$ cat src/rtl/interp_pkg.sv
// Shared constants and FSM encoding for the bilinear interpolator.
// Imported by the interpolator top and by its multiply-add unit.
package interp_pkg;

    localparam int PIX_W  = 8;
    localparam int FRAC_W = 8;
    localparam int RND    = 128;

    localparam logic [2:0] WINDOW_START = 3'd0;

    typedef enum logic [2:0] {
        IDLE,
        M0,
        M1,
        M2,
        M3,
        M4,
        M5
    } state_t;

endpackage

$ cat src/rtl/interp_mac.sv
// Combinational multiply-add; the final form of each blend step also
// rounds half-up and drops the fraction bits.
module interp_mac
    import interp_pkg::*;
#(
    parameter int A_W   = 9,
    parameter int B_W   = 8,
    parameter int ACC_W = 17,
    parameter int SH    = 8
) (
    input  logic [A_W-1:0]   a,
    input  logic [B_W-1:0]   b,
    input  logic [ACC_W-1:0] c,
    input  logic             fin,
    output logic [ACC_W-1:0] y
);

    logic [ACC_W-1:0] prod;
    logic [ACC_W-1:0] sum;

    assign prod = ACC_W'(a) * ACC_W'(b);
    assign sum  = prod + c + (fin ? ACC_W'(RND) : '0);
    assign y    = fin ? (sum >> SH) : sum;

endmodule

$ cat src/rtl/bilinear_interp.sv
// Bilinear blend of a 2x2 neighbourhood, one pixel per 8-cycle window,
// sequenced over a single shared multiply-add.
module bilinear_interp #(
    parameter int PIX_W  = interp_pkg::PIX_W,
    parameter int FRAC_W = interp_pkg::FRAC_W
) (
    input  logic              clk,
    input  logic              rst_n,
    input  logic [2:0]        cycle_cnt,
    input  logic [FRAC_W-1:0] frac_val,
    input  logic [FRAC_W-1:0] frac_y,
    input  logic [PIX_W-1:0]  p00,
    input  logic [PIX_W-1:0]  p01,
    input  logic [PIX_W-1:0]  p10,
    input  logic [PIX_W-1:0]  p11,
    input  logic              in_valid,
    output logic              in_ready,
    output logic [PIX_W-1:0]  pix_out,
    output logic              out_valid
);

    import interp_pkg::*;

    localparam int ACC_W = PIX_W + FRAC_W + 1;
    localparam int WT_W  = FRAC_W + 1;
    localparam logic [WT_W-1:0] ONE = {1'b1, {FRAC_W{1'b0}}};

    state_t state, state_nx;

    logic [PIX_W-1:0]  q00, q01, q10, q11;
    logic [PIX_W-1:0]  top, bot;
    logic [FRAC_W-1:0] fx, fy;
    logic [ACC_W-1:0]  acc;
    logic [WT_W-1:0]   wx0, wy0;
    logic [WT_W-1:0]   mac_a;
    logic [PIX_W-1:0]  mac_b;
    logic [ACC_W-1:0]  mac_c, mac_y;
    logic              mac_fin;
    logic              start;

    assign in_ready = (state == IDLE);
    assign start    = in_ready && in_valid && (cycle_cnt == WINDOW_START);
    assign wx0      = ONE - {1'b0, fx};
    assign wy0      = ONE - {1'b0, fy};

    always_ff @(posedge clk or negedge rst_n) begin
        if (!rst_n) state <= IDLE;
        else        state <= state_nx;
    end

    always_comb begin
        state_nx = state;
        unique case (state)
            IDLE:    if (start) state_nx = M0;
            M0:      state_nx = M1;
            M1:      state_nx = M2;
            M2:      state_nx = M3;
            M3:      state_nx = M4;
            M4:      state_nx = M5;
            M5:      state_nx = IDLE;
            default: state_nx = IDLE;
        endcase
    end

    // Operand select: even steps seed acc, odd steps finish a blend
    always_comb begin
        mac_a   = wx0;
        mac_b   = q00;
        mac_c   = '0;
        mac_fin = 1'b0;
        unique case (state)
            M0: begin mac_a = wx0;           mac_b = q00; end
            M1: begin mac_a = {1'b0, fx};    mac_b = q01;
                      mac_c = acc;           mac_fin = 1'b1; end
            M2: begin mac_a = wx0;           mac_b = q10; end
            M3: begin mac_a = {1'b0, fx};    mac_b = q11;
                      mac_c = acc;           mac_fin = 1'b1; end
            M4: begin mac_a = wy0;           mac_b = top; end
            M5: begin mac_a = {1'b0, fy};    mac_b = bot;
                      mac_c = acc;           mac_fin = 1'b1; end
            default: ;
        endcase
    end

    interp_mac #(
        .A_W   (WT_W),
        .B_W   (PIX_W),
        .ACC_W (ACC_W),
        .SH    (FRAC_W)
    ) u_mac (
        .a   (mac_a),
        .b   (mac_b),
        .c   (mac_c),
        .fin (mac_fin),
        .y   (mac_y)
    );

    always_ff @(posedge clk or negedge rst_n) begin
        if (!rst_n) begin
            q00       <= '0;
            q01       <= '0;
            q10       <= '0;
            q11       <= '0;
            fx        <= '0;
            fy        <= '0;
            acc       <= '0;
            top       <= '0;
            bot       <= '0;
            pix_out   <= '0;
            out_valid <= 1'b0;
        end else begin
            out_valid <= 1'b0;
            if (start) begin
                q00 <= p00;
                q01 <= p01;
                q10 <= p10;
                q11 <= p11;
                fx  <= frac_val;
                fy  <= frac_y;
            end
            unique case (state)
                M0, M2, M4: acc <= mac_y;
                M1: top <= mac_y[PIX_W-1:0];
                M3: bot <= mac_y[PIX_W-1:0];
                M5: begin
                    pix_out   <= mac_y[PIX_W-1:0];
                    out_valid <= 1'b1;
                end
                default: ;
            endcase
        end
    end

endmodule

$ cat config.mk
export PLATFORM = sky130hd
export DESIGN_NAME = bilinear_interp
export DESIGN_NICKNAME = d
export VERILOG_FILES = /design/src/rtl/interp_pkg.sv /design/src/rtl/interp_mac.sv /design/src/rtl/bilinear_interp.sv
export SDC_FILE = /design/constraint.sdc
export NUM_CORES = 1
export LEC_CHECK = 0
export ABC_AREA = 1
export BUFFER_PORTS_ARGS = -buffer_cell sky130_fd_sc_hd__buf_2
export CORE_AREA = 5 5 123 125
export DETAILED_ROUTE_END_ITERATION = 12
export DIE_AREA = 0 0 128 130
export PLACE_DENSITY = 0.76
export SYNTH_ARGS = -nofsm -noshare
export SYNTH_HDL_FRONTEND = slang
export SYNTH_SLANG_ARGS = --single-unit
$ cat constraint.sdc
create_clock -name clk -period 5.81 [get_ports clk]
set_clock_uncertainty 0.1 [all_clocks]
set_input_delay 1.162 -clock clk [delete_from_list [all_inputs] [get_ports clk]]
set_output_delay 1.162 -clock clk [all_outputs]
set_load 0.02 [all_outputs]
# After elaboration in Yosys (flattened, before gate mapping)
# Cells that the tools add are included.
[word_totals]
wordCells = 40
ff_bits = 93
out_inout_bits = 10
inputBits = 54
[op_classes]
multipliers = 1
n_mux = 9
n_reduce_logical = 7
eq_ne = 7
addsub = 4
[op_table]
columns = ["operator", "n"]
rows = [
  ["$pmux W8 S5", 1],
  ["$add A17 B17 Y17", 2],
  ["$mux W17", 2],
  ["$pmux W9 S3", 1],
  ["$pmux W3 S6", 1],
  ["$sub A9 B8 Y9 const A", 2],
  ["$mul A9 B8 Y17", 1],
  ["$eq A3 B3 Y1 const B", 3],
  ["$mux W8", 1],
  ["$eq A3 B2 Y1 const B", 2],
  ["$logic_not A3 Y1", 2],
  ["$reduce_or A3 Y1", 2],
  ["$eq A3 B1 Y1 const B", 1],
  ["$mux W3", 1],
  ["$logic_and A1 B1 Y1", 2],
  ["$mux W1", 2],
  ["$ne A2 B1 Y1 const B", 1],
  ["$reduce_or A2 Y1", 1],
]

# Logic depth before layout (Yosys ltp)
[depth]
ltp_word = 7
mapped_depth = 36
depth_no_buf = 34

# Cells and area by module
# From an unflattened synthesis, not the netlist that was laid out.
[hier_totals]
cells_unflattened = 949
area_unflattened_um2 = 7703.6
[modules_own_cells]
columns = ["module", "n_inst", "cells_per_inst", "area_each_um2", "seq_area_each_um2"]
rows = [
  ["bilinear_interp", 1, 459, 4396.7, 2327.2],
  ["interp_mac", 1, 490, 3306.9, 0.0],
]

# Worst setup path after synthesis
# No wires, ideal clock.
[synth_path]
path_type = "register to register"
start = "register state[1]"
end = "register bot[1]"
path_buffers = 2
synth_period_minus_slack_ps = 5795
required_ps = 5577
setup_time_ps = 133
path_slack_ps = 15
arrival_time_ps = 5562
stages_incl_launch_ff = 33
cell_sequence = "dfrtp_1 > buf_6 > inv_8 > nand3_4 > buf_8 > nand2_2 > nand2_2 > inv_1 > ha_1 > inv_1 > nor2_2 > nand3_1 > nand2_1 > nand3_2 > nand2_1 > nand2_1 > fa_1 > inv_1 > fa_1 > fa_1 > fa_1 > inv_1 > fa_1 > inv_1 > ha_1 > nand2_1 > inv_1 > a21oi_1 > nand2_1 > xor2_1 > nand2_1 > nand3_1 > o21ai_0"
[synth_between]
elab_chain_len = 7
elab_cells_between_ends = 16
cone_classes = "add/sub: 2; mul: 1; eq/ne: 5; mux: 6; reduce/logical: 2"
[synth_rtl]
columns = ["element", "line", "source"]
rows = [
  ["start: declaration", "bilinear_interp.sv:28", "state_t state, state_nx;"],
  ["start signal: assignment", "bilinear_interp.sv:48", "else state <= state_nx;"],
  ["$eq A3 B3 Y1 / $eq A3 B2 Y1 (equally long branches)", "bilinear_interp.sv:71, bilinear_interp.sv:121", ""],
  ["$reduce_or A2 Y1 (no source line)", "-", ""],
  ["$pmux W9 S3", "bilinear_interp.sv:71", "unique case (state)"],
  ["$mul A9 B8 Y17", "interp_mac.sv:21", "assign prod = ACC_W'(a) * ACC_W'(b);"],
  ["$add A17 B17 Y17 (2 in a row)", "interp_mac.sv:22", "assign sum = prod + c + (fin ? ACC_W'(RND) : '0);"],
  ["$mux W17", "interp_mac.sv:23", "assign y = fin ? (sum >> SH) : sum;"],
  ["end signal: assignment", "bilinear_interp.sv:124", "M3: bot <= mac_y[PIX_W-1:0];"],
  ["end: declaration", "bilinear_interp.sv:31", "logic [PIX_W-1:0] top, bot;"],
]
# Several ways; a longest one is shown, not always the timed one.
# A chain may end at the register's enable or synchronous reset.

# Final worst setup path
[layout_path]
start = "register state[2]"
end = "register top[5]"
[layout_between]
elab_chain_len = 7
elab_cells_between_ends = 16
cone_classes = "add/sub: 2; mul: 1; eq/ne: 5; mux: 6; reduce/logical: 2"
[layout_rtl]
columns = ["element", "line", "source"]
rows = [
  ["$eq A3 B3 Y1 / $eq A3 B2 Y1 (equally long branches)", "bilinear_interp.sv:71, bilinear_interp.sv:121", ""],
  ["$reduce_or A2 Y1 (no source line)", "-", ""],
  ["$pmux W9 S3", "bilinear_interp.sv:71", ""],
  ["$mul A9 B8 Y17", "interp_mac.sv:21", ""],
  ["$add A17 B17 Y17 (2 in a row)", "interp_mac.sv:22", ""],
  ["$mux W17", "interp_mac.sv:23", ""],
  ["end signal: assignment", "bilinear_interp.sv:123", "M1: top <= mac_y[PIX_W-1:0];"],
  ["end: declaration", "bilinear_interp.sv:31", ""],
]
# Several ways; a longest one is shown, not always the timed one.

==> flow_metrics.tcl <==
set metrics [dict create \
    ys.flop_type "dfrtp_1" \
    path_clk_slew_ns 0.07 \
    grt_max_degree 68 \
    start_util 0.542 \
    violations "negative setup slack" \
    worstSkewPairLatency_ns 0.35 \
    die_w_um 128 \
    slowest_stage "fa_1" \
    core_mm2 0.0138 \
    tns_ns -0.0182 \
    place_hpwl_um 14800 \
    htree_levels 3 \
    num_rows 43 \
    drt_wl_total_um 21100 \
    post-route-period-util 1.00 \
    setup_viol 2 \
    cts_made_buffers 9 \
    status "complete, but fails checks" \
    antenna_found_initial 0 \
    die_y_um 130 \
    vias 6648 \
    ys_warn_count 0 \
    path_max_fanout 5 \
    grt_pass1_wl_um 32100 \
    vias_per_cell 5.57 \
    maxSlewHeadroom 0.377 \
    place.gp.congestion 0.935 \
    wl_per_cell_um 17.7 \
    clock.fmax_mhz 172 \
    cts_sinks 92 \
    cp_data_arrival_time_ns 5.96 \
    ys_seq_elements 92 \
    cp_common_cell "fa_1" \
    worstHoldPathType "register to register" \
    synth_fp_nets 1009 \
    slowest_delay_ns 0.56 \
    first_pass_iters 6 \
    crit_path_start_kind "register" \
    synth_cells 849 \
    fin_crit_ns 5.83 \
    grt_pass1_vias 6690 \
    synth_cell_types 43 \
    ioPinCount 64 \
    synth.avg_cell_area_um2 8.79 \
    max_slew.worst_pin.slew_ns 0.933 \
    max-cap-violations 0 \
    synthToLayoutAreaGrowth_pct 27.9 \
    overflow 0 \
    async_reset_ff_frac 1.00 \
    ant_nets 0 \
    yosysSeqAreaShare 0.309 \
    die_area_mm2 0.0166 \
    timing.final.ws_setup_ns -0.0171 \
    grt_usage 0.243 \
    antennaDiodeCount 0 \
    synth_enable_flop_cells 0 \
    crit_type "register to register" \
    remaining_drc_errors 0 \
    slew_viol_final 0 \
    synth_area_mm2 0.00746 \
    drtIter0Drc 556 \
    cts_tree "built" \
    required_ns 5.95 \
    rsz0062_at_grt "yes" \
    clockBufferDepth 2 \
    nets 1169 \
    finalHoldViolations 0 \
    placed_cells 1146 \
    end_kind "register" \
    clock-root-buffer "clkbuf_16" \
    portBuffers 63 \
    drive_above_1_share 0.378 \
    n_fill_cell 975 \
    final_cells 1194 \
    cts_hold_buf 0 \
]
[cell usage in the layout, fill, tap and decap left out, drive strengths merged, types with 3 or more instances in the layout]
cell,count
a22oi,7
buf,172
clkbuf,10
a21oi,36
o22ai,7
nand2,209
inv,128
mux2,37
fa,58
o21ai,31
xnor2,3
ha,48
nor2,75
nand4,12
nand3,65
dfrtp,92
or2,8
[synthesized netlist by cell type (5+ instances only)]
cell,n,area share
o21ai_2,12,0.014
nand2_1,196,0.099
nand4_1,11,0.0092
nor2_1,68,0.034
a21oi_1,33,0.022
nand3_1,56,0.038
mux2_2,37,0.056
inv_2,9,0.0045
ha_1,48,0.081
dfrtp_1,92,0.31
o22ai_1,6,0.0050
o21ai_0,17,0.011
or2_2,5,0.0042
buf_6,6,0.0091
inv_1,117,0.059
fa_1,58,0.16
buf_2,9,0.0060
nand2_2,9,0.0075
clkbuf_1,5,0.0025
nand3_2,6,0.0081
a22oi_1,7,0.0070
[sequential cells by signal (all words and copies together), names as in the netlist]
name / count
top: 8
q10: 8
bot: 8
acc: 16
state: 3
fx: 8
q01: 8
pix_out: 8
out_valid: 1
fy: 8
q00: 8
q11: 8
[metrics by stage]
step / hold WS [ns] / worst slack (ns) / utilization / cell area (um^2)
after global routing: 0.402 / -0.241 / 0.693 / 9540
after global placement: 0.358 / -0.0971 / 0.612 / 8420
final: 0.387 / -0.0171 / 0.693 / 9540
after floorplan: 0.349 / 0.0152 / - / 7460
after detailed placement: 0.369 / -0.188 / 0.612 / 8420
after CTS: 0.386 / 0.0206 / 0.647 / 8910
[final cells by class]
cell class                 count  area, um^2  area share
inverter                     127         513      0.0538
clock buffer                  10         229      0.0240
clock inverter                 6        68.8     0.00721
tap                          180         225      0.0236
multi-input combinational    607        5030       0.527
timing repair buffer         172        1170       0.123
sequential                    92        2310       0.242
[metal layers]
layer  share of wire  vias to the layer above  GRT usage
met5               0                        -          0
met4           0.039                        0     0.0949
met3           0.066                       70     0.0401
met2            0.50                      306      0.419
met1            0.39                     3252      0.309
li1                -                     3020          -
[timing repair]
item | in CTS | in global routing
resized for setup | 25 | 117
buffers inserted | 12 | 20
setup endpoints to repair | 28 | 40
pin swaps | 14 | 70
gates cloned | 0 | 0
[logic make-up (layout without fill, tap and decap cells)]
| group | Yosys count | in the layout | synth area share |
|---|---|---|---|
| buf+inv | 150 | 315 | 0.0865 |
| mux | 37 | 37 | 0.0559 |
| simple gates | 373 | 373 | 0.233 |
| compound gates | 86 | 86 | 0.0741 |
| xor+xnor | 5 | 5 | 0.00587 |
| fa+ha+maj | 106 | 106 | 0.236 |
| flops | 92 | 92 | 0.309 |
[critical path: cells and delay by family, from the launching register on]
kind          cells  cell delay, ns
fa+ha+maj         6            2.89
buf+inv           6            0.53
flops             1            0.44
simple gates     16            1.75
[path summary, 6_finish.rpt]
path / startpoint / end / slack [ns] / depth (start not counted)
max in group asynchronous: rst_n / acc[11] / 3.84 / 2
setup reg to reg: state[2] / top[5] / -0.02 / 28
setup / recovery: state[2] / top[5] / -0.02 / 28
hold / removal: pix_out[4] / pix_out[4] / 0.39 / 2
hold reg to reg: pix_out[4] / pix_out[4] / 0.39 / 2
min in group asynchronous: rst_n / q01[2] / 0.60 / 1
Power is left out: the tool's default activity adds up to more than one toggle a clock period on the data nets, which glitch-free logic cannot reach.
